===== config.mk =====
export PLATFORM = sky130hd
export DESIGN_NAME = pe_net_if
export DESIGN_NICKNAME = d
export VERILOG_FILES = /design/src/rtl/pe_net_if.sv
export SDC_FILE = /design/constraint.sdc
export NUM_CORES = 1
export LEC_CHECK = 0
export BUFFER_PORTS_ARGS = -buffer_cell sky130_fd_sc_hd__buf_2
export CORE_ASPECT_RATIO = 0.6
export CORE_MARGIN = 2
export CORE_UTILIZATION = 51
export CTS_CLUSTER_SIZE = 40
export DETAILED_ROUTE_END_ITERATION = 6
export PLACE_DENSITY = 0.75
export SETUP_SLACK_MARGIN = 0.2
export SLEW_MARGIN = 20
export SYNTH_ARGS = -nofsm -noshare
export SYNTH_HDL_FRONTEND = slang
export SYNTH_SLANG_ARGS = --single-unit

===== constraint.sdc =====
create_clock -name clk -period 2.2 [get_ports clk]
set_clock_uncertainty 0.2 [all_clocks]
set_input_delay 0.33 -clock clk [delete_from_list [all_inputs] [get_ports clk]]
set_output_delay 0.33 -clock clk [all_outputs]
set_load 0.05 [all_outputs]

===== src/rtl/pe_net_if.sv =====
// rtl/pe_net_if.sv - PE-side network interface: TX/RX packet FIFOs between a PE and its router tile
//
// Ports:
//   clk, rst_n                     clock, asynchronous active-low reset
//   tx_valid/tx_ready/tx_x/tx_y/tx_data  PE -> TX FIFO packet push
//   i_v/i_x/i_y/i_d/i_ack          TX FIFO head -> router injection port
//   o_v/o_d/client_b               router ejection -> RX FIFO, with backpressure
//   rx_valid/rx_ready/rx_data      RX FIFO head -> PE
//   tx_count/rx_count              FIFO occupancies
//   head_stall                     saturating cycles the TX head has waited unacked
module pe_net_if #(
    parameter int X_W       = 2,
    parameter int Y_W       = 2,
    parameter int D_W       = 32,
    parameter int TXQ_DEPTH = 4,
    parameter int RXQ_DEPTH = 4
) (
    input  logic                         clk,
    input  logic                         rst_n,
    input  logic                         tx_valid,
    output logic                         tx_ready,
    input  logic [X_W-1:0]               tx_x,
    input  logic [Y_W-1:0]               tx_y,
    input  logic [D_W-1:0]               tx_data,
    output logic                         i_v,
    output logic [X_W-1:0]               i_x,
    output logic [Y_W-1:0]               i_y,
    output logic [D_W-1:0]               i_d,
    input  logic                         i_ack,
    input  logic                         o_v,
    input  logic [D_W-1:0]               o_d,
    output logic                         client_b,
    output logic                         rx_valid,
    input  logic                         rx_ready,
    output logic [D_W-1:0]               rx_data,
    output logic [$clog2(TXQ_DEPTH):0]   tx_count,
    output logic [$clog2(RXQ_DEPTH):0]   rx_count,
    output logic [7:0]                   head_stall
);

    localparam int TPW = $clog2(TXQ_DEPTH);
    localparam int RPW = $clog2(RXQ_DEPTH);
    localparam int TCW = TPW + 1;
    localparam int RCW = RPW + 1;
    localparam int PKW = X_W + Y_W + D_W;

    localparam logic [TCW-1:0] TX_FULL_CNT = TCW'(TXQ_DEPTH);
    localparam logic [RCW-1:0] RX_FULL_CNT = RCW'(RXQ_DEPTH);

    // ---------------- TX FIFO ----------------
    logic [PKW-1:0] tx_mem [TXQ_DEPTH];
    logic [TPW-1:0] tx_wr;
    logic [TPW-1:0] tx_rd;
    logic [TCW-1:0] tx_cnt;
    logic           tx_push;
    logic           tx_pop;

    // Status comes only from the registered count so nothing here is
    // combinationally dependent on an input.
    assign tx_ready = (tx_cnt != TX_FULL_CNT);
    assign i_v      = (tx_cnt != '0);
    assign tx_push  = tx_valid && tx_ready;
    assign tx_pop   = i_ack && i_v;   // ack with no request is ignored

    assign {i_x, i_y, i_d} = tx_mem[tx_rd];
    assign tx_count        = tx_cnt;

    // Payload storage needs no reset; it is only observed while i_v=1.
    always_ff @(posedge clk) begin
        if (tx_push) begin
            tx_mem[tx_wr] <= {tx_x, tx_y, tx_data};
        end
    end

    always_ff @(posedge clk or negedge rst_n) begin
        if (!rst_n) begin
            tx_wr  <= '0;
            tx_rd  <= '0;
            tx_cnt <= '0;
        end else begin
            if (tx_push) begin
                tx_wr <= tx_wr + TPW'(1);
            end
            if (tx_pop) begin
                tx_rd <= tx_rd + TPW'(1);
            end
            case ({tx_push, tx_pop})
                2'b10:   tx_cnt <= tx_cnt + TCW'(1);
                2'b01:   tx_cnt <= tx_cnt - TCW'(1);
                default: tx_cnt <= tx_cnt;
            endcase
        end
    end

    // ---------------- RX FIFO ----------------
    logic [D_W-1:0] rx_mem [RXQ_DEPTH];
    logic [RPW-1:0] rx_wr;
    logic [RPW-1:0] rx_rd;
    logic [RCW-1:0] rx_cnt;
    logic           rx_push;
    logic           rx_pop;

    // client_b deliberately ignores rx_ready: a full FIFO being popped still
    // refuses the push that cycle, breaking any loop through the router.
    assign client_b = (rx_cnt == RX_FULL_CNT);
    assign rx_valid = (rx_cnt != '0);
    assign rx_push  = o_v && !client_b;
    assign rx_pop   = rx_valid && rx_ready;

    assign rx_data  = rx_mem[rx_rd];
    assign rx_count = rx_cnt;

    always_ff @(posedge clk) begin
        if (rx_push) begin
            rx_mem[rx_wr] <= o_d;
        end
    end

    always_ff @(posedge clk or negedge rst_n) begin
        if (!rst_n) begin
            rx_wr  <= '0;
            rx_rd  <= '0;
            rx_cnt <= '0;
        end else begin
            if (rx_push) begin
                rx_wr <= rx_wr + RPW'(1);
            end
            if (rx_pop) begin
                rx_rd <= rx_rd + RPW'(1);
            end
            case ({rx_push, rx_pop})
                2'b10:   rx_cnt <= rx_cnt + RCW'(1);
                2'b01:   rx_cnt <= rx_cnt - RCW'(1);
                default: rx_cnt <= rx_cnt;
            endcase
        end
    end

    // ---------------- Injection starvation ----------------
    always_ff @(posedge clk or negedge rst_n) begin
        if (!rst_n) begin
            head_stall <= '0;
        end else if (i_v && !i_ack) begin
            if (head_stall != 8'hFF) begin
                head_stall <= head_stall + 8'd1;
            end
        end else begin
            head_stall <= '0;
        end
    end

endmodule


==> results.md, run 1 <==
- First-pass GRT wire length: 34600 um
- WP data required: 1670 ps
- Seq/Total Area, Yosys: 78.8%
- Initial DRT Pass Iterations: 5
- Total GRT Usage: 19.4%
- Cell accounting for the most synthesized area: edfxtp_1
- RSZ-0062 raised after global routing: true
- Clock slew seen by the registers of the worst setup and hold paths: 70 ps
- Status: finished, violations left
- Ranking of synthesized cells by area: edfxtp_1 74%, mux4_2 14%, dfrtp_1 5.0%
- Rel. slew slack: 66.4%
- Yosys warns: 0
- Port-buffer cells: 159
- Residual DRC: 0
- Kind of critical path: reg -> out
- Distinct cells, synth: 37
- Area share of the largest cell type after synthesis: 73.8%
- Post-layout instance area: 15000 um2
- Arr. time, crit path: 1980 ps
- Min Hold Slack: 91.3 ps
- Clock sinks: 294
- Leak: 5.44 nW
- Synthesis-to-layout area growth: 35.7%
- Io pins: 160
- Slowest stage cell, crit path: mux4_2
- Clk buf depth: 3
- Cell Area, Placed: 12500 um2
- Max-cap viol count: 0
- Fin crit share: 114%
- Power Dens Cells: 1530 nW/um2
- Fmax: 399 MHz
- Die area: 22900 um2
- Commonest cells post-synth: 272 x edfxtp_1, 68 x mux4_2, 22 x dfrtp_1
- H-tree Lvls: 1
- Routed WL: 23700 um
- Failing checks: setup timing
- Fin util: 71.0%
- Root Buffer: clkbuf_16
- DRT iter0 DRCs: 378
- Die Width: 194 um
- R2R setup slack: -140 ps
- Placed cells: 915
- Most numerous cell in the Yosys netlist: edfxtp_1
- Final hold vios: 0
- ANT nets after route: 0
- Final setup viols: 70
- Crit path launch type: flop
- Clock Latency Late Sink: 520 ps
- Layout Nets: 865
- Number of global-route vias before repair: 6272
- Largest net degree at the start of global routing: 38
- Final worst slack: -306 ps
- Place WS: -151 ps
- Tot Pwr: 22.9 mW
- Synth Instances: 477
- Number of antenna violations at the first check in global routing: 0
- Worst path top cell family by delay: multiplexers
- Vias/cell: 5.48
- Slew Viols, Final: 0
- Fill cells: 1271
- Finished Layout Cells: 1073
- Synth Register Bits: 294
- Worst path cell trace: buf_12 -> clkbuf_16 -> mux4_2 -> buf_6
- Top fanout value on the critical path: 6
- Synth Cell Area: 11100 um2
- Number of synthesized flops with an enable pin: 272
- Antenna cell count: 0
- WP buf/inv: 3
- Placeable Area: 21100 um2
- DP HPWL: 12800 um
- GRT overflow: 0
- Final min period: 2510 ps
- Rows: 41
- Routed len/inst: 22.1 um
- Synth async-reset ratio: 7.48%
- CTS tree: done
- Critical path's largest stage delay: 500 ps
- Synth Area per Inst: 23.2 um2
- Initial Util: 52.3%
- Hold WC Path Type: in -> reg
- Total nets after synthesis: 564
- Setup TNS: -17050 ps
- Max IR drop VDD: 1260 uV
- Total CTS buffers: 26
- Die height: 118 um
- RD Place Congestion: 0.795
- Via count: 5881
- Worst Tran Pin Value: 503 ps
- Crit end category: primary output
- Top FF cell, synth: edfxtp_1
- Share of layout cells above drive strength 1: 45.5%
-- where the power goes --
part / switching (mW) / internal (mW)
Clock: 1.90 / 2.32
Combinational: 6.39 / 4.48
Sequential: 0.428 / 7.40
-- logic make-up after synthesis --
family / synth area share [%]
compound gates: 0.690
fa+ha+maj: 1.61
mux: 14.2
xor+xnor: 0.950
flops: 78.8
buf+inv: 1.38
simple gates: 2.39
-- sequential cells by signal (all words and copies together), names as in the netlist --
name	cells
tx_count	3
rx_mem	128
tx_mem	144
rx_wr	2
tx_wr	2
head_stall	8
rx_count	3
rx_rd	2
tx_rd	2
-- area by class of cell --
class | count | area (um2) | share of cell area (%)
clock buffer | 31 | 679 | 4.53
multi-input combinational | 153 | 2290 | 15.2
sequential | 294 | 8730 | 58.2
timing repair buffer | 291 | 2810 | 18.7
inverter | 12 | 47.5 | 0.317
tap | 279 | 349 | 2.33
clock inverter | 13 | 105 | 0.700
-- cell usage in the layout (no fill, tap or decap), types with 6 or more instances in the layout --
cell type and n:
buf_6 67, mux4_2 68, clkbuf_16 35, nor3_1 6
buf_2 98, buf_4 22, xor2_1 6, buf_12 15
dlygate4sd3_1 70, edfxtp_1 272, dfrtp_1 14, clkinv_2 6
inv_1 8, dfrtp_2 8, xnor2_1 6, ha_1 9
buf_8 8
-- metal layers --
metal,part of all wire (%),vias up,global-route usage [%]
met1,45,3114,27.2
met4,1.7,0,4.36
met3,4.1,29,2.78
li1,-,2577,-
met2,50,161,32.8
met5,0,-,0
-- worst paths after layout --
path | startpoint | end | cells after the start
worst max-delay path | tx_rd[0]$_DFFE_PN0P_ | i_d[9] | 4
worst min-delay path | rx_ready | rx_rd[1]$_DFFE_PN0P_ | 4
worst max register to register | tx_count[0]$_DFFE_PN0P_ | tx_count[2]$_DFFE_PN0P_ | 9
worst min register to register | tx_count[2]$_DFFE_PN0P_ | tx_count[2]$_DFFE_PN0P_ | 1
max in group asynchronous | rst_n | rx_rd[0]$_DFFE_PN0P_ | 2
min in group asynchronous | rst_n | head_stall[5]$_DFFE_PN0P_ | 2
-- repair_timing --
| item | CTS | global route |
|---|---|---|
| endpoints found under the hold margin | 296 | 0 |
| hold buffers | 70 | 0 |
| buffers inserted | 12 | 16 |
| pin swaps | 10 | 8 |
| resized for setup | 129 | 17 |
| gates cloned | 2 | 14 |
| setup endpoints to repair | 75 | 187 |
-- worst reg2reg max path, delay by kind of cell, from the launching register on --
kind,cells,cell delay (ps)
flops,1,420
simple gates,3,730
xor+xnor,2,350
buf+inv,2,100
fa+ha+maj,2,450
Note: power is estimated with default switching activity, not from simulation.
==> inputs of run 2 (changes only) <==
--- a/config.mk
+++ b/config.mk
@@ -6,12 +6,14 @@
 export NUM_CORES = 1
 export LEC_CHECK = 0
 export BUFFER_PORTS_ARGS = -buffer_cell sky130_fd_sc_hd__buf_2
+export CAP_MARGIN = 20
 export CORE_ASPECT_RATIO = 0.6
 export CORE_MARGIN = 2
 export CORE_UTILIZATION = 51
 export CTS_CLUSTER_SIZE = 40
 export DETAILED_ROUTE_END_ITERATION = 6
 export PLACE_DENSITY = 0.75
+export RECOVER_POWER = 100
 export SETUP_SLACK_MARGIN = 0.2
 export SLEW_MARGIN = 20
 export SYNTH_ARGS = -nofsm -noshare
==> run 2 against run 1 <==
Register-to-register slack lost 90 ps. Sequential share of layout area rose by 0.66 points. The flow still finishes with violations (setup timing). Combinational power hardly changed. Worst setup slack got worse by 6.2 ps. Routed wire length barely moved. Sequential power barely moved. Final cell count did not move. Largest power group unchanged. Count of clock-buffer cells in the layout did not move. Clock power hardly changed. Utilization shrank 0.82 points. Power shrank 0.71%. Critical path depth is the same.
==> results.md, run 2 (synthesis results as in run 1) <==
- Largest regs: tx_mem (144), rx_mem (128), head_stall (8) (unchanged)
- Fill cells: 1324 (was 1271)
- Net Sw Frac: 38.2% (was 38.0%)
- First-pass GRT wire length: 34600 um (unchanged)
- Post-layout instance area: 14800 um2 (was 15000 um2)
- Int Power: 14.1 mW (was 14.2 mW)
- Total CTS buffers: 26 (unchanged)
- Finished Layout Cells: 1073 (unchanged)
- Die height: 118 um (unchanged)
- P_sw: 8.69 mW (was 8.72 mW)
- Max-cap viol count: 0 (unchanged)
- Final hold vios: 0 (unchanged)
- Combinational fraction of design power: 47.1% (was 47.5%)
- Max FFs per register: 144 (unchanged)
- Antenna cell count: 0 (unchanged)
- Tot Pwr: 22.8 mW (was 22.9 mW)
- Most frequent cells in the layout: 272 x edfxtp_1, 85 x clkbuf_1, 70 x dlygate4sd3_1 (was 272 x edfxtp_1, 98 x buf_2, 70 x dlygate4sd3_1)
- Hold WC Path Type: in -> reg (unchanged)
- Via count: 5889 (was 5881)
- Share of layout cells above drive strength 1: 33.5% (was 45.5%)
- DP HPWL: 12800 um (unchanged)
- Routed WL: 23700 um (about the same)
- Place WS: -151 ps (unchanged)
- Largest net degree at the start of global routing: 38 (unchanged)
- Min Hold Slack: 88.7 ps (was 91.3 ps)
- Crit end category: primary output (unchanged)
- Slew Viols, Final: 0 (unchanged)
- WP data required: 1670 ps (about the same)
- Vias/cell: 5.49 (was 5.48)
- Routed len/inst: 22.1 um (about the same)
- Clock sinks: 294 (unchanged)
- Fin util: 70.2% (was 71.0%)
- Crit path launch type: flop (unchanged)
- Root Buffer: clkbuf_16 (unchanged)
- Most common library cell in the layout ignoring fill and taps: edfxtp_1 (unchanged)
- Final min period: 2510 ps (about the same)
- GRT overflow: 0 (unchanged)
- Residual DRC: 0 (unchanged)
- H-tree Lvls: 1 (unchanged)
- CTS tree: done (unchanged)
- Clk pwr share: 18.5% (was 18.4%)
- Cells on worst reg2reg path: 9 (unchanged)
- Placeable Area: 21100 um2 (unchanged)
- Reg with most FFs: tx_mem (unchanged)
- RSZ-0062 raised after global routing: true (unchanged)
- Total GRT Usage: 19.4% (unchanged)
- Port-buffer cells: 159 (unchanged)
- Initial DRT Pass Iterations: 5 (unchanged)
- Power Dens Cells: 1530 nW/um2 (about the same)
- Arr. time, crit path: 1980 ps (about the same)
- WHS Path Cells: 4 (unchanged)
- Clock slew seen by the registers of the worst setup and hold paths: 70 ps (about the same)
- Number of global-route vias before repair: 6272 (unchanged)
- Setup TNS: -27790 ps (was -17050 ps)
- Final worst slack: -312 ps (was -306 ps)
- Die Width: 194 um (unchanged)
- Initial Util: 52.3% (unchanged)
- Die area: 22900 um2 (unchanged)
- Final setup viols: 202 (was 70)
- Leak: 5.19 nW (was 5.44 nW)
- Synthesis-to-layout area growth: 34.1% (was 35.7%)
- Placed cells: 915 (unchanged)
- Rows: 41 (unchanged)
- Number of antenna violations at the first check in global routing: 0 (unchanged)
- Failing checks: setup timing (unchanged)
- Fin crit share: 114% (about the same)
- Top fanout value on the critical path: 6 (unchanged)
- Seq pwr share: 34.3% (was 34.1%)
- Layout Nets: 865 (unchanged)
- Fmax: 398 MHz (was 399 MHz)
- RD Place Congestion: 0.795 (unchanged)
- Clk buf depth: 3 (unchanged)
- Clock Latency Late Sink: 520 ps (about the same)
- Max IR drop VDD: 1260 uV (about the same)
- Worst Tran Pin Value: 1210 ps (was 503 ps)
- Cell Area, Placed: 12500 um2 (unchanged)
- DRT iter0 DRCs: 339 (was 378)
- Rel. slew slack: 19.6% (was 66.4%)
- Io pins: 160 (unchanged)
- Status: finished, violations left (unchanged)
- ANT nets after route: 0 (unchanged)
- Kind of critical path: reg -> out (unchanged)
-- run 2: critical path, cell delays in order, from the launching register on --
cell and delay (ps):
dfrtp_2 460, buf_12 150, buf_16 130, mux4_2 530
buf_6 180
-- run 2: what timing repair did --
item | in CTS | in global routing
setup endpoints to repair | 75 | 187
pin swaps | 10 | 8
buffers inserted | 12 | 16
cloned | 2 | 14
hold buffers | 70 | 0
hold endpoints to repair | 296 | 0
resized for setup | 129 | 17
-- run 2: cell type report --
class                      count  area [um2]  area share [%]
tap                          279         349            2.35
timing repair buffer         291        2690            18.1
clock inverter                13         105           0.708
inverter                      12        47.5           0.320
sequential                   294        8730            58.8
clock buffer                  31         679            4.58
multi-input combinational    153        2240            15.1
-- run 2: final timing paths --
kind	slack, ps	end	start
worst min-delay path	90	rx_rd[1]$_DFFE_PN0P_	rx_ready
worst min register to register	330	tx_count[2]$_DFFE_PN0P_	tx_count[2]$_DFFE_PN0P_
worst max register to register	-230	tx_count[2]$_DFFE_PN0P_	tx_count[0]$_DFFE_PN0P_
worst max-delay path	-310	i_d[10]	tx_rd[0]$_DFFE_PN0P_
max in group asynchronous	620	tx_rd[0]$_DFFE_PN0P_	rst_n
min in group asynchronous	370	head_stall[5]$_DFFE_PN0P_	rst_n
-- run 2: metal layers --
layer | part of all wire (%) | up-vias | routed length (um) | track usage, %
li1 | - | 2581 | - | -
met1 | 45 | 3128 | 10600 | 27.2
met2 | 50 | 152 | 11800 | 32.8
met3 | 4.1 | 28 | 973 | 2.78
met4 | 1.6 | 0 | 382 | 4.36
met5 | 0 | - | 0 | 0
-- run 2: power groups by stage --
stage | Clock, mW | Sequential (mW) | Combinational, mW
finish | 4.22 | 7.81 | 10.7
global route | 4.52 | 7.90 | 11.2
CTS | 4.30 | 7.82 | 10.2
floorplan | 0 | 8.01 | 6.33
detailed placement | 0 | 7.93 | 8.67
global placement | 0 | 7.83 | 8.57
